<file path="src/rtl/adder_arch_compare_pkg.sv">
// Shared constants for the adder architecture comparison block.
//   ADDER_W : default operand/sum width in bits
package adder_arch_compare_pkg;

  localparam int ADDER_W = 4;

endpackage

</file>
<file path="src/rtl/adder_arch_compare_full_adder.sv">
// Single-bit full adder cell used by the ripple-carry core.
// Ports:
//   a, b : operand bits
//   ci   : carry-in
//   s    : sum bit
//   co   : carry-out
module full_adder (
  input  logic a,
  input  logic b,
  input  logic ci,
  output logic s,
  output logic co
);

  logic p;

  assign p  = a ^ b;
  assign s  = p ^ ci;
  assign co = (a & b) | (p & ci);

endmodule

</file>
<file path="src/rtl/adder_arch_compare.sv">
// N-bit unsigned adder built three ways (ripple-carry, flat carry-lookahead,
// behavioural) from the same operands. Each result is registered separately
// and a registered flag reports any disagreement between them.
// Ports:
//   clk              : rising-edge clock
//   rst_n            : synchronous active-low reset
//   a, b             : N-bit unsigned operands
//   cin              : carry-in
//   s_ra, cout_ra    : registered ripple-carry sum / carry-out
//   s_cla, cout_cla  : registered lookahead sum / carry-out
//   s_beh, cout_beh  : registered behavioural sum / carry-out
//   mismatch         : registered flag, set when the three results differ
module adder_arch_compare
  import adder_arch_compare_pkg::*;
#(
  parameter int N = ADDER_W
) (
  input  logic         clk,
  input  logic         rst_n,
  input  logic [N-1:0] a,
  input  logic [N-1:0] b,
  input  logic         cin,
  output logic [N-1:0] s_ra,
  output logic         cout_ra,
  output logic [N-1:0] s_cla,
  output logic         cout_cla,
  output logic [N-1:0] s_beh,
  output logic         cout_beh,
  output logic         mismatch
);

  // ripple-carry core
  logic [N:0]   c_ra;
  logic [N-1:0] sum_ra;

  assign c_ra[0] = cin;

  for (genvar i = 0; i < N; i++) begin : g_ripple
    full_adder u_fa (
      .a  (a[i]),
      .b  (b[i]),
      .ci (c_ra[i]),
      .s  (sum_ra[i]),
      .co (c_ra[i+1])
    );
  end

  // flat carry-lookahead core
  logic [N-1:0] g;
  logic [N-1:0] p;
  logic [N:1]   parOr;
  logic [N:0]   c_cla;
  logic [N-1:0] sum_cla;

  assign g = a & b;
  assign p = a ^ b;

  // Each carry is one OR over independent product terms; no carry feeds
  // another, so the depth stays two levels regardless of N.
  for (genvar k = 1; k <= N; k++) begin : g_carry
    logic [k:0] term;

    always_comb begin
      term = '0;
      for (int j = 0; j < k; j++) begin
        term[j] = g[j];
        for (int m = j + 1; m < k; m++) begin
          term[j] = term[j] & p[m];
        end
      end
      term[k] = cin;
      for (int m = 0; m < k; m++) begin
        term[k] = term[k] & p[m];
      end
    end

    assign parOr[k] = |term;
  end

  assign c_cla[0]   = cin;
  assign c_cla[N:1] = parOr;
  assign sum_cla    = p ^ c_cla[N-1:0];

  // behavioural core
  logic [N:0] res_beh;

  assign res_beh = {1'b0, a} + {1'b0, b} + {{N{1'b0}}, cin};

  // cross-check
  logic [N:0] res_ra;
  logic [N:0] res_cla;
  logic       mismatch_c;

  assign res_ra     = {c_ra[N], sum_ra};
  assign res_cla    = {c_cla[N], sum_cla};
  assign mismatch_c = (res_ra != res_cla) || (res_ra != res_beh);

  always_ff @(posedge clk) begin
    if (!rst_n) begin
      s_ra     <= '0;
      cout_ra  <= 1'b0;
      s_cla    <= '0;
      cout_cla <= 1'b0;
      s_beh    <= '0;
      cout_beh <= 1'b0;
      mismatch <= 1'b0;
    end else begin
      s_ra     <= sum_ra;
      cout_ra  <= c_ra[N];
      s_cla    <= sum_cla;
      cout_cla <= c_cla[N];
      s_beh    <= res_beh[N-1:0];
      cout_beh <= res_beh[N];
      mismatch <= mismatch_c;
    end
  end

endmodule

</file>
<file path="config.mk">
export PLATFORM = sky130hd
export DESIGN_NAME = adder_arch_compare
export DESIGN_NICKNAME = d
export VERILOG_FILES = /design/src/rtl/adder_arch_compare_pkg.sv /design/src/rtl/adder_arch_compare_full_adder.sv /design/src/rtl/adder_arch_compare.sv
export SDC_FILE = /design/constraint.sdc
export NUM_CORES = 1
export LEC_CHECK = 0
export CORE_MARGIN = 2
export CORE_UTILIZATION = 42
export CTS_BUF_LIST = sky130_fd_sc_hd__clkbuf_8 sky130_fd_sc_hd__clkbuf_16
export DETAILED_ROUTE_END_ITERATION = 6
export PLACE_DENSITY = 0.84
export SLEW_MARGIN = 20
export SYNTH_ARGS = -nofsm -noshare
export SYNTH_HDL_FRONTEND = slang
export SYNTH_SLANG_ARGS = --single-unit
</file>
<file path="constraint.sdc">
create_clock -name clk -period 7.48 [get_ports clk]
set_input_delay 1.496 -clock clk [delete_from_list [all_inputs] [get_ports clk]]
set_output_delay 1.496 -clock clk [all_outputs]
set_load 0.02 [all_outputs]
</file>
# Word-level counts from Yosys, hierarchy flattened
# Index checks and enable logic that the tools add are counted.
# W data, S select, Z words.
word_totals:
  reg_bits: 16
  latch_bits: 0
  ramBits: 0
  rom_bits: 0
  input_bits: 11
  out_inout_bits: 16
  elab_cells: 49
  mem_count: 0
classes:
  n_addsub: 2
  n_mul: 0
  div_mod_pow: 0
  magnitude_cmp: 0
  eq_ne: 2
  shifts: 0
  muxes: 0
  bitwise: 33
  n_reduce_logical: 5
op_table:
  columns: ["operator", "n"]
  rows:
  - ["$and A1 B1 Y1", 18]
  - ["$ne A5 B5 Y1", 2]
  - ["$xor A1 B1 Y1", 8]
  - ["$xor A4 B4 Y4", 2]
  - ["$add A4 B4 Y5", 1]
  - ["$add A5 B1 Y5", 1]
  - ["$reduce_or A5 Y1", 1]
  - ["$and A4 B4 Y4", 1]
  - ["$or A1 B1 Y1", 4]
  - ["$reduce_or A4 Y1", 1]
  - ["$reduce_or A3 Y1", 1]
  - ["$reduce_or A2 Y1", 1]
  - ["$logic_or A1 B1 Y1", 1]

# Logic depth before layout (Yosys ltp)
logic_depth:
  ltp_word: 11
  ltp_mapped: 9
  mapped_depth_nobuf: 9

# By module
# Synthesis repeated with hierarchy kept, for this count alone.
hier_totals:
  cells_unflattened: 81
  area_unflattened_um2: 819.5
by_module_without_submodules:
  columns: ["module", "instances", "cells_each", "area_per_inst_um2", "seq_area_each_um2"]
  rows:
  - ["adder_arch_compare", 1, 77, 739.5, 280.3]
  - ["full_adder", 4, 1, 20.0, 0.0]

# Worst setup path after synthesis
# OpenSTA, ideal clock, no wires.
synth_path:
  path_kind: "input-to-reg"
  from: "input a[0]"
  to: "register mismatch"
  setup_time_ns: 0.125
  arrival_ns: 3.564
  required_ns: 7.355
  setup_slack_ns: 3.791
  path_stages: 9
  n_path_buf: 0
  path_cell_list: "fa_1 inv_1 fa_1 fa_1 fa_1 xor2_1 a21oi_1 a22oi_1 o41a_1"
synth_via:
  elab_chain_cells: 11
  elab_cells_between_ends: 33
  cone_classes: "add/sub (2); eq/ne (2); bitwise (24); reduce/logical (5)"
synth_rtl:
  columns: ["item", "line", "text"]
  rows:
  - ["start: declaration", "adder_arch_compare.sv:20", "input logic [N-1:0] a,"]
  - ["$xor A1 B1 Y1", "adder_arch_compare_full_adder.sv:17", "assign p = a ^ b;"]
  - ["$and A1 B1 Y1", "adder_arch_compare_full_adder.sv:19", "assign co = (a & b) | (p & ci);"]
  - ["$or A1 B1 Y1", "adder_arch_compare_full_adder.sv:19", null]
  - ["$and A1 B1 Y1", "adder_arch_compare_full_adder.sv:19", null]
  - ["$or A1 B1 Y1", "adder_arch_compare_full_adder.sv:19", null]
  - ["$and A1 B1 Y1", "adder_arch_compare_full_adder.sv:19", null]
  - ["$or A1 B1 Y1", "adder_arch_compare_full_adder.sv:19", null]
  - ["$and A1 B1 Y1", "adder_arch_compare_full_adder.sv:19", null]
  - ["$or A1 B1 Y1", "adder_arch_compare_full_adder.sv:19", null]
  - ["$ne A5 B5 Y1", "adder_arch_compare.sv:96", "assign mismatch_c = (res_ra != res_cla) || (res_ra != res_beh);"]
  - ["$logic_or A1 B1 Y1 *", "adder_arch_compare.sv:96", null]
  - ["end signal: assignment", "adder_arch_compare.sv:114", "mismatch <= mismatch_c;"]
  - ["end: declaration", "adder_arch_compare.sv:29", "output logic mismatch"]
# Mark *: on every way between the ends. The rest lies on a longest branch, timed or not.
# A chain may end at the register's enable or synchronous reset.

# Worst setup path in the final report
# Ends and elaborated chain as after synthesis.

==> metrics.txt <==
unrepaired setup endpoints after global routing false; Clock Pin Slew Worst Setup and Hold Paths 0.05 ns; final-report setup violation count 0; post-DP HPWL 1020 µm; GRT Total Usage 0.150; Chip Width 44.0 µm; most used cell along the critical path fa_1; ant diodes 0; largest net degree at the start of global routing 12; fin cells 109; antenna violations before repair 0; Final Hold Vio Count 0; DP Worst Slack 3.06 ns; Routed WL per cell 11.5 µm; Synth area leaders dfxtp_1 (33%), fa_1 (12%), ha_1 (9.3%); Req. time, crit path 7.60 ns; Syn Nets 89; setup repair bufs after CTS 0; max capacitance violation total 0; row cnt 14; I/O Buffers 26; leading cell types in the layout, fill and taps excluded clkdlybuf4s50_1 (26), dfxtp_1 (11), inv_1 (10), nor2b_1 (6), ha_1 (5); H-Tree Depth 1; crit end category flip-flop; I/O pin cnt 27; WP data arrival 4.33 ns; hold path depth 4; Yosys cell types 25; DR iter-0 viols 2; die area 0.00194 mm²; commonest non-fill, non-tap cell in the layout clkdlybuf4s50_1; Post-Place Cells 105; Slew Limit Fails 0; cts hold-fix bufs 0; fmax 237 MHz; TritonCTS Buffers 3; crit-path max cell delay 0.51 ns; layout cell share with drive strength beyond 1 0.0645; #FFs+latches synth 11; P_leak 0.416 nW; crit path max fanout 2; CORE AREA 0.00151 mm²; drt drc 0; Synth Warn # 0; Pwr Density 205 mW/mm²; PnR worst setup slack 3.27 ns; Root Driver clkbuf_8; final core occ 0.635; Area Growth Syn to Fin 42.2%; syn_area_per_cell 9.76 µm²; Hold Path Origin b[1]; CTS tree done; routability cong. 0.835; Initial Util 0.447; first-pass GRT wire length 2080 µm; NumNets Final 114; cells after synthesis 69; Die Y 44.0 µm; slew margin rel. 0.807; register area share after synthesis 0.327; Tmin final 4.21 ns; actual slew at the worst max-slew pin 0.289 ns; outcome finished clean; vias per cell 4.90; Cell Chain, Critical Path clkdlybuf4s50_1 > fa_1 > inv_1 > fa_1 > fa_1 > fa_1 > xor2_1 > a21oi_1 > a22oi_1 > o41a_1; routed wire length 1250 µm; share of the synthesized area in the top cell type 0.327; setup TNS 0 ns; Clock Tree Buf Depth 2; crit path kind primary input to flip-flop; Post-Syn Area 673 µm²; Tcrit/Tclk final 0.563; Setup crit start kind primary input; Peak VDD IR 0.0798 mV; antenna-violating nets left 0; Vias 534; vias in the first global route 515; DRT Pass-1 Iters 4; Congestion Overflow GR 0; CP max stage cell clkdlybuf4s50_1; Hold Path Sink s_ra[1]; Hold WS 2.01 ns; most area-hungry cell type in the Yosys netlist dfxtp_1; clock sink count 11; CTS-repair resized insts 0; HP Class primary input to flip-flop
## sequential cells by signal, indices dropped and copies added, names as in the netlist
signal    count
s_ra          4
s_cla         2
cout_beh      1
cout_cla      1
cout_ra       1
mismatch      1
s_beh         1
## final cells by class
| cell class | count | area (µm²) |
|---|---|---|
| Tap cell | 16 | 20.0 |
| Fill cell | 123 | 549 |
| Sequential cell | 11 | 220 |
| Inverter | 9 | 33.8 |
| Clock buffer | 3 | 41.3 |
| Timing Repair Buffer | 26 | 260 |
| Multi-Input combinational cell | 43 | 378 |
| Clock inverter | 1 | 3.75 |
## cells in the mapped netlist
master and instances:
o21a_1 2, a311oi_1 1, and3b_1 1, a41oi_1 1, buf_4 5, or2_1 1
xor2_1 1, xnor2_1 2, nand2_1 3, nand2b_1 1, nand3_1 2, and2_1 3
o211a_1 1, dfxtp_1 11, nor2b_1 6, a21oi_1 4, ha_1 5, fa_1 4
a21oi_2 1, clkbuf_1 1, and3_2 1, o211ai_2 1, o41a_1 1, a22oi_1 1
inv_1 9
## through the flow
stage                     power, W  area, µm²
after floorplan           0.000115        673
after CTS                 0.000197        957
after global placement    0.000139        912
final                     0.000197        957
after global routing      0.000207        957
after detailed placement  0.000141        912
## routing by layer
metal  routed length [µm]  global-route usage  vias up
met5                    0                   0        -
met4                   37              0.0909        0
met3                   98              0.0449        4
met2                  607               0.259       28
met1                  505               0.161      230
li1                     -                   -      272
## cells by family after synthesis
group | after synthesis | share of synthesized area
DFF | 11 | 0.327
xor gates and xnor gates | 3 | 0.0390
adders and majority gates | 9 | 0.212
and+or+nand+nor | 18 | 0.158
AOI/OAI and AO/OA | 13 | 0.152
buffers and inverters | 15 | 0.112
## worst max-delay path: cells and delay by family
kind	cells	cell delay (ns)
xor+xnor	1	0.18
compound gates	3	0.60
fa+ha+maj	4	1.47
buf+inv	2	0.57
## where the power goes
part	switching [W]	internal, W
registers	0.00000206	0.0000655
logic	0.0000362	0.0000367
clock network	0.0000204	0.0000358
## worst max-delay path by stage
| stage | from | to | slack, ns | depth (start not counted) |
|---|---|---|---|---|
| after floorplan | a[0] | mismatch | 3.79 | 9 |
| after global placement | a[0] | mismatch | 3.18 | 10 |
| after detailed placement | a[0] | mismatch | 3.06 | 10 |
| after CTS | a[0] | mismatch | 3.30 | 10 |
| after global routing | a[0] | mismatch | 3.13 | 10 |
| final | a[0] | mismatch | 3.27 | 10 |
No activity file was read; power rests on OpenSTA's default activity.
